<file path="src/rtl/pwm_pkg.sv">
// Shared definitions for the multi-channel PWM generator.
// - MODE_EDGE / MODE_CENTER : encodings of the mode input and the mode registers
// - dir_e                   : direction of the shared counter (DIR_UP / DIR_DOWN)
// - RST_PERIOD / RST_DUTY   : reset values for the period/duty registers, sliced to WIDTH bits
//                             by the users (WIDTH must not exceed MaxWidth)
package pwm_pkg;

  localparam logic MODE_EDGE   = 1'b0;
  localparam logic MODE_CENTER = 1'b1;

  typedef enum logic {
    DIR_UP   = 1'b0,
    DIR_DOWN = 1'b1
  } dir_e;

  localparam int unsigned MaxWidth = 32;

  // All ones: the default period is the longest one the counter can express.
  localparam logic [MaxWidth-1:0] RST_PERIOD = '1;
  localparam logic [MaxWidth-1:0] RST_DUTY   = '0;

endpackage

</file>
<file path="src/rtl/pwm_channel_cmp.sv">
// One PWM channel: staging and active duty registers plus the registered comparator.
// Ports:
//   clk_i     - clock, rising edge
//   rst_ni    - asynchronous active-low reset
//   enable_i  - 0 forces the output low
//   load_i    - strobe capturing duty_i into the staging register
//   update_i  - period boundary with a pending or simultaneous load; refreshes the active duty
//   duty_i    - new duty value (high-time compare value)
//   cnt_i     - shared period counter
//   pwm_o     - registered PWM output, one cycle behind cnt_i
module pwm_channel_cmp #(
  parameter int unsigned WIDTH = 8
) (
  input  logic             clk_i,
  input  logic             rst_ni,
  input  logic             enable_i,
  input  logic             load_i,
  input  logic             update_i,
  input  logic [WIDTH-1:0] duty_i,
  input  logic [WIDTH-1:0] cnt_i,
  output logic             pwm_o
);
  import pwm_pkg::*;

  logic [WIDTH-1:0] stg_duty_q, stg_duty_d;
  logic [WIDTH-1:0] act_duty_q, act_duty_d;
  logic             pwm_q, pwm_d;

  always_comb begin
    stg_duty_d = load_i ? duty_i : stg_duty_q;
    act_duty_d = act_duty_q;
    if (update_i) begin
      // A load coinciding with the boundary bypasses staging.
      act_duty_d = load_i ? duty_i : stg_duty_q;
    end
    pwm_d = enable_i & (cnt_i < act_duty_q);
  end

  always_ff @(posedge clk_i or negedge rst_ni) begin
    if (!rst_ni) begin
      stg_duty_q <= RST_DUTY[WIDTH-1:0];
      act_duty_q <= RST_DUTY[WIDTH-1:0];
      pwm_q      <= 1'b0;
    end else begin
      stg_duty_q <= stg_duty_d;
      act_duty_q <= act_duty_d;
      pwm_q      <= pwm_d;
    end
  end

  assign pwm_o = pwm_q;

endmodule

</file>
<file path="src/rtl/pwm_multi_gen.sv">
// Multi-channel PWM generator: one shared period counter, CHANNELS duty comparators.
// Supports a programmable period, edge- and centre-aligned counting and shadowed
// (staging -> active) updates that only take effect at period boundaries.
// Ports:
//   clk_i         - clock, rising edge
//   rst_ni        - asynchronous active-low reset
//   enable_i      - 1 = run; 0 = hold counter at 0 and force outputs low
//   load_i        - strobe capturing period_i, duty_i and mode_i into staging
//   period_i      - terminal count (edge mode cycle = period+1, centre mode cycle = 2*period)
//   duty_i        - packed duties, channel i at [i*WIDTH +: WIDTH]
//   mode_i        - 0 = edge-aligned, 1 = centre-aligned
//   pwm_out_o     - registered PWM outputs
//   period_tick_o - registered one-cycle pulse in the cycle where a new period starts at cnt 0
module pwm_multi_gen #(
  parameter int unsigned WIDTH    = 8,
  parameter int unsigned CHANNELS = 4
) (
  input  logic                      clk_i,
  input  logic                      rst_ni,
  input  logic                      enable_i,
  input  logic                      load_i,
  input  logic [WIDTH-1:0]          period_i,
  input  logic [CHANNELS*WIDTH-1:0] duty_i,
  input  logic                      mode_i,
  output logic [CHANNELS-1:0]       pwm_out_o,
  output logic                      period_tick_o
);
  import pwm_pkg::*;

  localparam logic [WIDTH-1:0] One = WIDTH'(1);

  logic [WIDTH-1:0] cnt_q, cnt_d;
  dir_e             dir_q, dir_d;
  logic             pending_q, pending_d;
  logic [WIDTH-1:0] stg_period_q, stg_period_d;
  logic [WIDTH-1:0] act_period_q, act_period_d;
  logic             stg_mode_q, stg_mode_d;
  logic             act_mode_q, act_mode_d;
  logic             tick_q, tick_d;

  logic             bnd;
  logic             update;

  // Boundary: last cycle of the current period, or every cycle while disabled.
  always_comb begin
    if (!enable_i) begin
      bnd = 1'b1;
    end else if (act_mode_q == MODE_EDGE || act_period_q == '0) begin
      bnd = (cnt_q == act_period_q);
    end else begin
      // With a centre period of 1 the peak is also the last count, so the boundary
      // is taken at cnt 1 on the way up to keep the 2-cycle period.
      bnd = (cnt_q == One) && (dir_q == DIR_DOWN || act_period_q == One);
    end
  end

  assign update = bnd & (pending_q | load_i);

  always_comb begin
    stg_period_d = stg_period_q;
    stg_mode_d   = stg_mode_q;
    act_period_d = act_period_q;
    act_mode_d   = act_mode_q;
    pending_d    = pending_q;

    if (load_i) begin
      stg_period_d = period_i;
      stg_mode_d   = mode_i;
    end

    if (update) begin
      act_period_d = load_i ? period_i : stg_period_q;
      act_mode_d   = load_i ? mode_i : stg_mode_q;
    end

    // At a boundary any pending or simultaneous load has just been applied.
    if (bnd) begin
      pending_d = 1'b0;
    end else if (load_i) begin
      pending_d = 1'b1;
    end
  end

  always_comb begin
    cnt_d = cnt_q;
    dir_d = dir_q;
    if (bnd) begin
      cnt_d = '0;
      dir_d = DIR_UP;
    end else if (act_mode_q == MODE_EDGE) begin
      cnt_d = cnt_q + One;
    end else if (dir_q == DIR_UP) begin
      if (cnt_q == act_period_q) begin
        cnt_d = act_period_q - One;
        dir_d = DIR_DOWN;
      end else begin
        cnt_d = cnt_q + One;
      end
    end else begin
      cnt_d = cnt_q - One;
    end
    tick_d = bnd & enable_i;
  end

  always_ff @(posedge clk_i or negedge rst_ni) begin
    if (!rst_ni) begin
      cnt_q        <= '0;
      dir_q        <= DIR_UP;
      pending_q    <= 1'b0;
      stg_period_q <= RST_PERIOD[WIDTH-1:0];
      act_period_q <= RST_PERIOD[WIDTH-1:0];
      stg_mode_q   <= MODE_EDGE;
      act_mode_q   <= MODE_EDGE;
      tick_q       <= 1'b0;
    end else begin
      cnt_q        <= cnt_d;
      dir_q        <= dir_d;
      pending_q    <= pending_d;
      stg_period_q <= stg_period_d;
      act_period_q <= act_period_d;
      stg_mode_q   <= stg_mode_d;
      act_mode_q   <= act_mode_d;
      tick_q       <= tick_d;
    end
  end

  assign period_tick_o = tick_q;

  for (genvar i = 0; i < CHANNELS; i++) begin : g_ch
    pwm_channel_cmp #(
      .WIDTH(WIDTH)
    ) u_cmp (
      .clk_i   (clk_i),
      .rst_ni  (rst_ni),
      .enable_i(enable_i),
      .load_i  (load_i),
      .update_i(update),
      .duty_i  (duty_i[i*WIDTH +: WIDTH]),
      .cnt_i   (cnt_q),
      .pwm_o   (pwm_out_o[i])
    );
  end

endmodule

</file>
<file path="config.mk">
export PLATFORM = sky130hd
export DESIGN_NAME = pwm_multi_gen
export DESIGN_NICKNAME = d
export VERILOG_FILES = /design/src/rtl/pwm_pkg.sv /design/src/rtl/pwm_channel_cmp.sv /design/src/rtl/pwm_multi_gen.sv
export SDC_FILE = /design/constraint.sdc
export NUM_CORES = 1
export LEC_CHECK = 0
export CAP_MARGIN = 10
export CELL_PAD_IN_SITES_DETAIL_PLACEMENT = 1
export CELL_PAD_IN_SITES_GLOBAL_PLACEMENT = 2
export CORE_AREA = 5 5 119 121
export CTS_BUF_LIST = sky130_fd_sc_hd__clkbuf_8
export DETAILED_ROUTE_END_ITERATION = 10
export DIE_AREA = 0 0 124 126
export GPL_ROUTABILITY_DRIVEN = 0
export PLACE_DENSITY_LB_ADDON = 0.1
export SLEW_MARGIN = 10
export SYNTH_ARGS = -nofsm -noshare
export SYNTH_HDL_FRONTEND = slang
export SYNTH_SLANG_ARGS = --single-unit
</file>
<file path="constraint.sdc">
create_clock -name clk_i -period 2.8 [get_ports clk_i]
set_clock_uncertainty 0.1 [all_clocks]
set_input_delay 0.42 -clock clk_i [delete_from_list [all_inputs] [get_ports clk_i]]
set_output_delay 0.42 -clock clk_i [all_outputs]
set_load 0.02 [all_outputs]
</file>
==> impl_metrics.json, run 1 <==
{
  "crit_fanout": 15,
  "detailroute.via_count": 3160,
  "cts_buffers": 9,
  "critPathKind": "reg -> reg",
  "synth_seq_cells": 97,
  "die_x_um": 124,
  "synth.cells.most_frequent": "dfrtp_1, mux2_2, mux2_4",
  "finish.utilization_pct": 47.0,
  "finalWorstSetupSlack_ns": 0.407,
  "firstDrtPassIters": 4,
  "syn_avg_cell_area_um2": 12.7,
  "grt_usage_pct": 15.6,
  "leakage_nw": 2.78,
  "worst_pin_slew_ns": 0.532,
  "p_comb_share_pct": 24.4,
  "port-buffer-count": 49,
  "syn_to_final_growth_pct": 18.2,
  "required_ns": 2.96,
  "hold_class": "in -> async",
  "grt_pass1_wl_um": 18700,
  "grt_util_met1_pct": 20.8,
  "netlist_top_cells_area": "dfrtp_1, mux2_4, mux2_2",
  "setup_viol": 0,
  "avgViaCountPerCell": 4.93,
  "dp_hpwl_um": 8100,
  "numClockSinks": 97,
  "clock.fmax_ghz": 0.418,
  "clock-root-buffer": "clkbuf_8",
  "ant_nets": 0,
  "dp_slack_ns": 0.406,
  "power_frac_clock_pct": 25.9,
  "synth.cell_area_mm2": 0.00516,
  "stdcell_area_mm2": 0.00609,
  "grt-busiest-layer": "met2",
  "drt_iter0_markers": 164,
  "hold_buffers": 0,
  "dieArea_mm2": 0.0156,
  "cts_tree": "yes",
  "synth_cells": 407,
  "worst_hold_slack_ns": -0.0166,
  "switchingPower_mw": 1.01,
  "fin_crit_sh_pct": 85.5,
  "ys_seq_area_share_pct": 47.5,
  "grt_max_degree": 98,
  "antenna_cells": 0,
  "drv_slew": 0,
  "postPlaceCellArea_mm2": 0.00590,
  "layout-drive-gt1-share_pct": 29.7,
  "drv_cap": 0,
  "wl_per_cell_um": 17.4,
  "use_met2_pct": 24.8,
  "worstSetupEndpointType": "flop",
  "max-slew-margin-rel_pct": 64.3,
  "synth_edf_count": 0,
  "first_global_vias": 3564,
  "synth_nets": 486,
  "post-cts-setup-buffer-count": 0,
  "arrival_ns": 2.55,
  "start_util_pct": 39.7,
  "ios": 50,
  "rsz0062_at_grt": "false",
  "ctsResizeCount": 0,
  "fin_cells": 641,
  "numPlacedInstances": 625,
  "drc": 0,
  "clk_path_buf_depth": 2,
  "synth_top_area_share_pct": 39.3,
  "rows": 42,
  "fin_nets": 539,
  "seq_power_share_pct": 49.7,
  "ys_types": 50,
  "wl_um": 11100,
  "setup_tns_ns": 0,
  "post-route-min-period_ns": 2.39,
  "irDropWorstVdd_mv": 0.224,
  "power.internal_mw": 2.56,
  "power_density_mw_per_mm2": 585,
  "core-area_mm2": 0.0130,
  "fp.dieH_um": 126,
  "power.share.switching_pct": 28.3,
  "clk_pin_slew_ns": 0.10,
  "yosys_most_used_dff": "dfrtp_1",
  "antenna_found_initial": 0,
  "outcome": "finished, violations left",
  "finalHoldViolCount": 13,
  "violations": "negative hold slack",
  "yosys.area.top_type": "dfrtp_1",
  "ys_warn_count": 0,
  "ys_async_sr_fraction_pct": 100,
  "grt.met3_usage_pct": 3.63,
  "cp-start-kind": "flop",
  "grt-ovfl-total": 0,
  "yosysMostFrequentCell": "dfrtp_1",
  "htreeDepth": 3,
  "clk_latency_ns": 0.38
}
==> final cells by class <==
class	instances	area, µm²
clock buffer	10	138
clock inverter	6	58.8
fill	1377	6890
inverter	38	143
multi-input combinational	249	2420
sequential	97	2450
tap	176	220
timing repair buffer	65	666
==> worst max-delay path: stages, from the launching register on <==
cell,delay (ns)
dfstp_2,0.60
inv_1,0.09
ha_1,0.20
a31o_2,0.22
nor3_2,0.19
a21oi_2,0.07
a21o_4,0.31
buf_12,0.19
mux2_4,0.30
==> cells by family (layout without fill, tap and decap cells) <==
logic type      count (synthesis)  in the layout  synth area share (%)
buf+inv                        61            119                  5.58
flops                          97             97                  47.5
mux                            83             83                  21.0
compound gates                 59             59                  8.37
xor+xnor                       22             22                  3.74
simple gates                   51             51                  5.60
fa+ha+maj                      34             34                  8.25
==> power groups by stage <==
stage	clock network, mW	registers (mW)	logic (mW)
5_1_grt	1.04	1.80	0.971
2_1_floorplan	0	1.74	0.639
3_3_place_gp	0	1.80	0.858
6_report	0.925	1.77	0.869
3_5_place_dp	0	1.80	0.880
4_1_cts	0.967	1.78	0.888
==> routing by layer <==
metal / vias up / routed length, µm
li1: 1523 / -
met1: 1579 / 5350
met2: 45 / 5260
met3: 13 / 375
met4: 0 / 160
met5: - / 0
==> worst paths after layout <==
path	startpoint	to	slack [ns]	cells past startpoint
min in group clk_i	g_ch[3].u_cmp.stg_duty_q[3]	g_ch[3].u_cmp.stg_duty_q[3]	0.41	1
setup reg to reg	act_period_q[0]	g_ch[1].u_cmp.act_duty_q[1]	0.41	8
max in group asynchronous	rst_ni	act_period_q[6]	2.20	2
setup / recovery	act_period_q[0]	g_ch[1].u_cmp.act_duty_q[1]	0.41	8
hold reg to reg	g_ch[3].u_cmp.stg_duty_q[3]	g_ch[3].u_cmp.stg_duty_q[3]	0.41	1
hold / removal	rst_ni	g_ch[0].u_cmp.stg_duty_q[4]	-0.02	2
==> cells in the final DEF (no fill, tap or decap), types with 4 or more instances in the layout <==
master           Yosys  routed
a2111oi_0            4       4
a211oi_1             5       5
a21boi_0             8       8
a21oi_1              6       6
buf_12               0       5
buf_4                4      12
clkbuf_8             0      10
clkdlybuf4s50_1      0      47
dfrtp_1             81      81
dfstp_2             16      16
ha_1                34      34
inv_1               38      40
mux2_2              42      42
mux2_4              40      40
nand2_1             10      10
nand2b_1             4       4
nand3_1              8       8
nor2_1              13      13
o211ai_1             4       4
o21a_1               4       4
o21ai_0              7       7
o2bb2ai_1            5       5
xnor2_1             12      12
xor2_1              10      10
==> through the flow <==
stage | hold WS, ns | total power, mW
4_1_cts | 0.00363 | 3.63
6_report | -0.0166 | 3.57
3_3_place_gp | 0.381 | 2.65
2_1_floorplan | 0.0244 | 2.38
3_5_place_dp | 0.388 | 2.68
5_1_grt | 0.0130 | 3.81
==> state kept, by name, indices dropped and copies added (netlist names) <==
signal	cells
act_mode_q	1
act_period_q	8
cnt_q	8
dir_q	1
g_ch.u_cmp.act_duty_q	32
g_ch.u_cmp.pwm_o	4
g_ch.u_cmp.stg_duty_q	32
pending_q	1
period_tick_o	1
stg_mode_q	1
stg_period_q	8
No activity file was read; power rests on OpenSTA's default activity.
==> run 2: changes to the inputs <==
--- a/config.mk
+++ b/config.mk
@@ -10,6 +10,7 @@
 export CELL_PAD_IN_SITES_GLOBAL_PLACEMENT = 2
 export CORE_AREA = 5 5 119 121
 export CTS_BUF_LIST = sky130_fd_sc_hd__clkbuf_8
+export CTS_CLUSTER_SIZE = 40
 export DETAILED_ROUTE_END_ITERATION = 10
 export DIE_AREA = 0 0 124 126
 export GPL_ROUTABILITY_DRIVEN = 0
==> results of run 2 <==
Final layout, timing and power as in run 1 (identical DEF).
==> run 3: changes to the inputs <==
--- a/config.mk
+++ b/config.mk
@@ -15,6 +15,7 @@
 export DIE_AREA = 0 0 124 126
 export GPL_ROUTABILITY_DRIVEN = 0
 export PLACE_DENSITY_LB_ADDON = 0.1
+export SETUP_SLACK_MARGIN = 0.3
 export SLEW_MARGIN = 10
 export SYNTH_ARGS = -nofsm -noshare
 export SYNTH_HDL_FRONTEND = slang
==> results of run 3 <==
Final layout, timing and power as in run 1 (identical DEF).
